==> src/rtl/pong_pkg.sv <==
// rtl/pong_pkg.sv - shared 640x480@60 timing constants, screen bounds and counter helper
package pong_pkg;

    localparam int CLK_DIV_DEF   = 4;
    localparam int H_DISPLAY_DEF = 640;
    localparam int H_FRONT_DEF   = 16;
    localparam int H_SYNC_DEF    = 96;
    localparam int H_BACK_DEF    = 48;
    localparam int V_DISPLAY_DEF = 480;
    localparam int V_FRONT_DEF   = 10;
    localparam int V_SYNC_DEF    = 2;
    localparam int V_BACK_DEF    = 33;

    localparam int H_TOTAL = H_DISPLAY_DEF + H_FRONT_DEF + H_SYNC_DEF + H_BACK_DEF;
    localparam int V_TOTAL = V_DISPLAY_DEF + V_FRONT_DEF + V_SYNC_DEF + V_BACK_DEF;

    typedef logic [9:0] coord_t;

    function automatic coord_t wrap_inc(input coord_t v, input coord_t last);
        return (v == last) ? '0 : v + 10'd1;
    endfunction

endpackage

==> src/rtl/vga_sync_if.sv <==
// rtl/vga_sync_if.sv - raster position and sync bundle from vga_sync to renderers
interface vga_sync_if;
    import pong_pkg::*;

    coord_t x;
    coord_t y;
    logic   hsync;
    logic   vsync;
    logic   video_on;
    logic   p_tick;
    logic   frame_end;

    modport master (output x, y, hsync, vsync, video_on, p_tick, frame_end);
    modport slave  (input  x, y, hsync, vsync, video_on, p_tick, frame_end);
endinterface

==> src/rtl/pixel_tick_gen.sv <==
// rtl/pixel_tick_gen.sv - divides the system clock down to a one-clk pixel tick
module pixel_tick_gen #(
    parameter int CLK_DIV = 4
) (
    input  logic clk,
    input  logic rst_n,
    output logic p_tick
);

    localparam int DW = (CLK_DIV > 2) ? $clog2(CLK_DIV) : 1;
    localparam logic [DW-1:0] DIV_LAST = DW'(CLK_DIV - 1);

    logic [DW-1:0] div_q;

    always_ff @(posedge clk or negedge rst_n) begin
        if (!rst_n) begin
            div_q <= '0;
        end else if (div_q == DIV_LAST) begin
            div_q <= '0;
        end else begin
            div_q <= div_q + 1'b1;
        end
    end

    assign p_tick = (div_q == DIV_LAST);

endmodule

==> src/rtl/vga_sync.sv <==
// rtl/vga_sync.sv - VGA raster counters with registered, zero-latency hsync/vsync
module vga_sync
    import pong_pkg::*;
#(
    parameter int CLK_DIV   = CLK_DIV_DEF,
    parameter int H_DISPLAY = H_DISPLAY_DEF,
    parameter int H_FRONT   = H_FRONT_DEF,
    parameter int H_SYNC    = H_SYNC_DEF,
    parameter int H_BACK    = H_BACK_DEF,
    parameter int V_DISPLAY = V_DISPLAY_DEF,
    parameter int V_FRONT   = V_FRONT_DEF,
    parameter int V_SYNC    = V_SYNC_DEF,
    parameter int V_BACK    = V_BACK_DEF
) (
    input  logic         clk,
    input  logic         rst_n,
    vga_sync_if.master   vga
);

    localparam int H_TOT = H_DISPLAY + H_FRONT + H_SYNC + H_BACK;
    localparam int V_TOT = V_DISPLAY + V_FRONT + V_SYNC + V_BACK;

    localparam coord_t H_LAST     = coord_t'(H_TOT - 1);
    localparam coord_t V_LAST     = coord_t'(V_TOT - 1);
    localparam coord_t H_VIS      = coord_t'(H_DISPLAY);
    localparam coord_t V_VIS      = coord_t'(V_DISPLAY);
    localparam coord_t HS_START   = coord_t'(H_DISPLAY + H_FRONT);
    localparam coord_t HS_END     = coord_t'(H_DISPLAY + H_FRONT + H_SYNC - 1);
    localparam coord_t VS_START   = coord_t'(V_DISPLAY + V_FRONT);
    localparam coord_t VS_END     = coord_t'(V_DISPLAY + V_FRONT + V_SYNC - 1);

    logic   tick;
    coord_t x_q, y_q, x_nx, y_nx;
    logic   hsync_q, vsync_q;

    pixel_tick_gen #(.CLK_DIV(CLK_DIV)) u_tick (
        .clk    (clk),
        .rst_n  (rst_n),
        .p_tick (tick)
    );

    always_comb begin
        x_nx = x_q;
        y_nx = y_q;
        if (tick) begin
            x_nx = wrap_inc(x_q, H_LAST);
            if (x_q == H_LAST) begin
                y_nx = wrap_inc(y_q, V_LAST);
            end
        end
    end

    // Syncs decode the next-state counts so they land on the same edge as x/y.
    always_ff @(posedge clk or negedge rst_n) begin
        if (!rst_n) begin
            x_q     <= '0;
            y_q     <= '0;
            hsync_q <= 1'b1;
            vsync_q <= 1'b1;
        end else begin
            x_q     <= x_nx;
            y_q     <= y_nx;
            hsync_q <= !((x_nx >= HS_START) && (x_nx <= HS_END));
            vsync_q <= !((y_nx >= VS_START) && (y_nx <= VS_END));
        end
    end

    assign vga.x         = x_q;
    assign vga.y         = y_q;
    assign vga.hsync     = hsync_q;
    assign vga.vsync     = vsync_q;
    assign vga.p_tick    = tick;
    assign vga.video_on  = (x_q < H_VIS) && (y_q < V_VIS);
    assign vga.frame_end = tick && (x_q == H_LAST) && (y_q == V_LAST);

endmodule

==> src/flat_wrapper.sv <==
// flat-port wrapper written by rule: the top's interface ports become plain ports
module vga_sync_flat import pong_pkg::*;
#(
    parameter int CLK_DIV   = CLK_DIV_DEF,
    parameter int H_DISPLAY = H_DISPLAY_DEF,
    parameter int H_FRONT   = H_FRONT_DEF,
    parameter int H_SYNC    = H_SYNC_DEF,
    parameter int H_BACK    = H_BACK_DEF,
    parameter int V_DISPLAY = V_DISPLAY_DEF,
    parameter int V_FRONT   = V_FRONT_DEF,
    parameter int V_SYNC    = V_SYNC_DEF,
    parameter int V_BACK    = V_BACK_DEF
)
  (clk, rst_n, vga_x, vga_y, vga_hsync, vga_vsync, vga_video_on, vga_p_tick, vga_frame_end);
  vga_sync_if vga_i ();
  input  logic clk;
  input  logic rst_n;
  output wire logic [$bits(vga_i.x)-1:0] vga_x;
  output wire logic [$bits(vga_i.y)-1:0] vga_y;
  output wire logic [$bits(vga_i.hsync)-1:0] vga_hsync;
  output wire logic [$bits(vga_i.vsync)-1:0] vga_vsync;
  output wire logic [$bits(vga_i.video_on)-1:0] vga_video_on;
  output wire logic [$bits(vga_i.p_tick)-1:0] vga_p_tick;
  output wire logic [$bits(vga_i.frame_end)-1:0] vga_frame_end;
  assign vga_x = vga_i.x;
  assign vga_y = vga_i.y;
  assign vga_hsync = vga_i.hsync;
  assign vga_vsync = vga_i.vsync;
  assign vga_video_on = vga_i.video_on;
  assign vga_p_tick = vga_i.p_tick;
  assign vga_frame_end = vga_i.frame_end;
  vga_sync #(.CLK_DIV(CLK_DIV), .H_DISPLAY(H_DISPLAY), .H_FRONT(H_FRONT), .H_SYNC(H_SYNC), .H_BACK(H_BACK), .V_DISPLAY(V_DISPLAY), .V_FRONT(V_FRONT), .V_SYNC(V_SYNC), .V_BACK(V_BACK)) u_core (.clk(clk), .rst_n(rst_n), .vga(vga_i));
endmodule
==> config.mk <==
export PLATFORM = sky130hd
export DESIGN_NAME = vga_sync_flat
export DESIGN_NICKNAME = d
export VERILOG_FILES = /design/src/rtl/pong_pkg.sv /design/src/rtl/vga_sync_if.sv /design/src/rtl/pixel_tick_gen.sv /design/src/rtl/vga_sync.sv /design/src/flat_wrapper.sv
export SDC_FILE = /design/constraint.sdc
export NUM_CORES = 1
export LEC_CHECK = 0
export BUFFER_PORTS_ARGS = -buffer_cell sky130_fd_sc_hd__buf_2
export CELL_PAD_IN_SITES_DETAIL_PLACEMENT = 1
export CELL_PAD_IN_SITES_GLOBAL_PLACEMENT = 2
export CORE_UTILIZATION = 36
export DETAILED_ROUTE_END_ITERATION = 8
export MAX_ROUTING_LAYER = met4
export PLACE_DENSITY = 0.87
export SYNTH_ARGS = -nofsm -noshare
export SYNTH_HDL_FRONTEND = slang
export SYNTH_HIERARCHICAL = 1
export SYNTH_SLANG_ARGS = --single-unit
==> constraint.sdc <==
create_clock -name clk -period 5.3 [get_ports clk]
set_input_delay 0 -clock clk [delete_from_list [all_inputs] [get_ports clk]]
set_output_delay 0 -clock clk [all_outputs]
set_load 0.03 [all_outputs]
## Word-level counts from Yosys, hierarchy flattened

Index checks and enable logic that the tools add are counted.

| operators by class | value |
|---|---|
| add/subtract/negate cells | 3 |
| equality and inequality tests | 3 |
| reductions and logical operators | 7 |
| mux-type cells | 6 |
| $lt $le $gt $ge | 6 |

Operators by type and width:

| operator | number |
|---|---|
| 10-bit two-way mux | 5 |
| 10-bit by 1-bit adder with 10-bit output (second input constant) | 2 |
| 10-bit == test (second input constant) | 2 |
| 10-bit >= comparator (second input constant) | 1 |
| 10-bit by 9-bit >= comparator with 1-bit output (second input constant) | 1 |
| 10-bit less-or-equal comparator (second input constant) | 1 |
| 10-bit by 9-bit less-or-equal comparator with 1-bit output (second input constant) | 1 |
| 10-bit < comparator (second input constant) | 1 |
| 10-bit by 9-bit < comparator with 1-bit output (second input constant) | 1 |
| 1-bit logical AND | 5 |
| 2-bit by 1-bit adder with 2-bit output (second input constant) | 1 |
| 2-bit == test (second input constant) | 1 |
| 1-bit logical NOT | 2 |
| 2-bit two-way mux | 1 |

| word-level totals | value |
|---|---|
| register bits after elaboration | 24 |
| logic and storage cells | 30 |
| bits of input ports | 2 |

## Depth between registers and ports, before layout

| logic depth | value |
|---|---|
| depth after elaboration | 7 |
| depth in mapped cells | 8 |
| gate-level depth less buffers | 6 |

## Cells and area by module

Netlist, hierarchy kept.

By module, submodules not included:

| module | sequential area each (µm²) | area an instance (µm²) | cells an instance | times used |
|---|---|---|---|---|
| vga_sync | 553.0 | 1295.0 | 134 | 1 |
| pixel_tick_gen | 50.0 | 66.3 | 4 | 1 |

## Least setup slack after synthesis

Ideal clock, no wire load.

| timing path | value |
|---|---|
| kind | register -> register |
| from | reg u_core.u_tick.div_q[0] |
| to | reg u_core.vsync_q, in the netlist u_core/vga.vsync |
| period minus slack after synthesis | 2.038 ns |
| path buffers | 1 |
| stages on the path, launching flop included | 8 |
| data required time | 5.204 ns |
| path slack | 3.262 ns |
| arrival | 1.942 ns |
| path through | dfrtp_1 ha_1 buf_6 and4_2 nand4_4 or4_4 xnor2_2 nand4_1 |

| between the ends | value |
|---|---|
| word-level cells in the longest chain between the ends | 5 |

Ends and longest elaborated chain:

| what | RTL line | RTL |
|---|---|---|
| from (decl) | pixel_tick_gen.sv:13 | `logic [DW-1:0] div_q;` |
| from (signal assigned) | pixel_tick_gen.sv:21 | `div_q <= div_q + 1'b1;` |
| 2-bit == test * | pixel_tick_gen.sv:25 | `assign p_tick = (div_q == DIV_LAST);` |
| net vga_p_tick | flat_wrapper.sv:23 | `output wire logic [$bits(vga_i.p_tick)-1:0] vga_p_tick;` |
| 10-bit two-way mux * | vga_sync.sv:45 | `if (tick) begin` |
| net u_core.y_nx[8] | vga_sync.sv:33 | `coord_t x_q, y_q, x_nx, y_nx;` |
| 10-bit by 9-bit >= comparator with 1-bit output or 10-bit by 9-bit less-or-equal comparator with 1-bit output (tied branches) | vga_sync.sv:64 | `vsync_q <= !((y_nx >= VS_START) && (y_nx <= VS_END));` |
| 1-bit logical AND * | vga_sync.sv:64 |  |
| 1-bit logical NOT * | vga_sync.sv:64 |  |
| to (signal assigned) | vga_sync.sv:64 |  |
| to (decl) | vga_sync.sv:34 | `logic hsync_q, vsync_q;` |

The timed path passes the listed nets; every way through them passes the cells marked *.

## Worst setup path in the final report

| timing path | value |
|---|---|
| from | reg u_core.u_tick.div_q[0] |
| to | reg u_core.vsync_q, in the netlist u_core/vga.vsync |

| between the ends | value |
|---|---|
| word-level cells in the longest chain between the ends | 5 |

Ends and longest elaborated chain:

| what | RTL line |
|---|---|
| 2-bit == test * | pixel_tick_gen.sv:25 |
| 10-bit two-way mux * | vga_sync.sv:45 |
| 10-bit by 9-bit >= comparator with 1-bit output or 10-bit by 9-bit less-or-equal comparator with 1-bit output (tied branches) | vga_sync.sv:64 |
| 1-bit logical AND * | vga_sync.sv:64 |
| 1-bit logical NOT * | vga_sync.sv:64 |

Every way passes the cells marked *; elsewhere a longest branch is shown, timed or not.

==> metrics.md <==
| Metric | Value |
|---|---|
| Status | complete, no violations |
| CTS Sinks | 24 |
| Wire per inst | 15.7 um |
| Filler instances | 409 |
| R2R depth | 6 |
| Crit path max-delay cell type | nor3_2 |
| Register area share after synthesis | 44.3% |
| Worst setup margin | around 2.8 ns |
| Post-route insts no fill | 209 |
| Final hold violations | 0 |
| DRT iter0 DRCs | 16 |
| #FFs+latches synth | 24 |
| IO Pins | 27 |
| Worst rel slew slack | between 40% and 50% |
| DRT Pass-1 Iters | 4 |
| Max frequency | 0.405 GHz |
| Total gr overflow | 0 |
| Post-placement cell count | 205 |
| DRC | 0 |
| Die Wd | 63.5 um |
| Cell taking the most area after synthesis | dfrtp_1 |
| Clock buffer count from CTS | 3 |
| Final WL | between 3000 and 4000 um |
| Area growth syn-to-layout | 15.2% |
| Share of layout cells above drive strength 1 | 24.5% |
| CP required | around 5.5 ns |
| FFs w/ async S/R, synth | 100% |
| CTS H-tree depth | 1 |
| Power per cell area | ~190 nW/um^2 |
| CP Launch Point | u_core/u_tick/div_q[0] |
| Reg2Reg Launch Point | u_core/u_tick/div_q[0] |
| Max FO, Critical Path | 12 |
| VDD IR max | 0.000128 V |
| Net count after synthesis | 144 |
| Synthesized area per cell | approximately 9.9 um^2 |
| Final GP Congestion | 0.829 |
| Post-Route Skew | approximately 0.0038 ns |
| CP arrival | 2.66 ns |
| Average via count per standard cell | approximately 5.3 |
| Netlist Area Pre-Place | 1360 um^2 |
| Die H | around 63 um |
| Capture point of the worst reg-to-reg path | u_core/vga.vsync |
| Final-stage net count | 171 |
| Synth warnings | 6 |
| Die ar. | 4030 um^2 |
| Fin crit share | 46.6% |
| Hpwl dp | 2460 um |
| CP Capture Type | flop |
| Ant diodes | 0 |
| Vias in the first global route | 1172 |
| Worst path buffer plus inverter count | 0 |
| CP most frequent cell | nand4_1 |
| Maximum root-to-sink buffer count | 2 |
| First-pass GRT wire length | 5730 um |
| Initial antenna violation count | 0 |
| Unrepaired setup endpoints after global routing | no |
| GRT Util Overall | about a fifth |
| Most numerous cell in the Yosys netlist | dfrtp_1 |
| Slew Limit Fails | 0 |
| Setup Fix Bufs, Post-CTS | 0 |
| Top cells by count, synth | dfrtp_1, nand2_1, inv_1, xnor2_1, nor2_1 |
| Setup TNS | 0 ns |
| R2R setup slack | 2.83 ns |
| # Max-Cap Violations | 0 |
| Total core area | 3470 um^2 |
| EDFF count, synth | 0 |
| Via count | 1110 |
| ANT nets after route | 0 |
| CP Class | reg2reg |
| Leak | 0.716 nW |
| Main synth FF type | dfrtp_1 |
| Clk_lat worst skew | around 0.27 ns |
| Cell family with most CP delay | simple AND/OR/NAND/NOR gates |
| Critical Path Start Type | flop |
| Crit-path cells | ha_1 -> nand4_1 -> nor3_2 -> nand3_1 -> a2111oi_1 -> nand4_1 |
| FP Rows | 21 |
| Final setup violation count | 0 |
| Top cells by area, synth | dfrtp_1, xnor2_1, dfstp_2 |
| Synth top area share | between 40% and 50% |
| Worst min-delay path class | in2async |
| Pin count of the biggest net entering global routing | 25 |
| Pre-CTS setup slack | ~2.8 ns |
| Cells after Synth | 138 |
| IO Port Bufs | 26 |
| Synth unique cells | 47 |
| CTS root buffer | clkbuf_8 |
| Hold Slack | between 0.2 and 0.25 ns |
| Minimum clock period after layout | about 2.5 ns |
| Tightest Pin Transition | 0.751 ns |
| CTS tree | done |
| Slowest stage delay, CP | 0.68 ns |
| Initial core utilization | ~40% |
| Clk slew on worst S/H paths | 0.08 ns |
what timing repair did:
action | 4_1_cts | 5_1_grt
hold buffers | 1 | 0
resized for setup | 0 | 0
endpoints found under the hold margin | 22 | 0
logic make-up after synthesis:
family | share of synthesized area [%]
AO/OA/AOI/OAI | 8.82
multiplexers | 1.47
flip-flops | 44.3
XOR/XNOR | 9.56
AND/OR/NAND/NOR | 27.0
buffers and inverters | 5.15
adder cells (fa/ha/maj) | 3.68
layout make-up:
type | count | area, um^2 | area share [%]
flip-flops and latches | 24 | 603 | 38.5
clock buffers | 3 | 41.3 | 2.63
multi-input cells | 99 | 688 | 43.9
well taps | 46 | 57.6 | 3.67
repair buffers | 27 | 140 | 8.94
inverters | 10 | 37.5 | 2.39
cells in the final DEF, fill, tap and decap left out, drive strengths merged, types with 3 or more instances in the layout:
cell    netlist  layout
a21oi         3       3
buf           3      26
clkbuf        2       3
dfrtp        22      22
ha            4       4
inv          10      10
nand2        12      12
nand3         8       8
nand4         8       8
nor2          9       9
nor3          6       6
o21ai         8       8
or3           3       3
xnor2        11      11
xor2          3       3
where the power goes:
| part | internal (W) | leakage (nW) | switching (W) |
|---|---|---|---|
| Sequential | 0.000183 | 0.314 | 0 |
| Combinational | 0.000000741 | 0.380 | 0.00000365 |
| Clock | 0.0000509 | 0.0216 | 0.0000575 |
state kept, by name, summed over array words and instances, names as in the netlist:
| name | flops |
|---|---|
| u_core/u_tick/div_q | 2 |
| u_core/vga.hsync | 1 |
| u_core/vga.vsync | 1 |
| u_core/vga.x | 10 |
| u_core/vga.y | 10 |
per-layer routing:
layer	up-vias	routed length (um)	share of wire [%]	global-route usage, %
met5	-	0	0	-
met4	0	68	2.1	8.24
met3	8	95	2.9	4.17
met2	19	1570	48	29.9
met1	549	1550	47	23.1
li1	534	-	-	-
stage by stage:
stage,area (um^2),power [W],util [%]
floorplan,1360,0.000187,-
global placement,1520,0.000191,43.7
detailed placement,1520,0.000191,43.7
CTS,1570,0.000303,45.2
global route,1570,0.000308,45.2
finish,1570,0.000296,45.2
worst max path at each step:
stage | to | slack (ns) | depth (start not counted)
floorplan | u_core/vga.vsync | 3.26 | 7
detailed placement | u_core/vga.vsync | 2.78 | 6
CTS | u_core/vga.vsync | 2.77 | 6
global route | u_core/vga.vsync | 2.58 | 6
finish | u_core/vga.vsync | 2.83 | 6
global placement | u_core/vga.vsync | 3.00 | 6
worst reg2reg max path: cells and delay by family (launching register included):
kind                       cells  cell delay, ns
DFF                            1            0.36
and+or+nand+nor                4            1.26
AOI/OAI and AO/OA              1            0.41
adders and majority gates      1            0.38
Note: power is estimated with default switching activity, not from simulation.
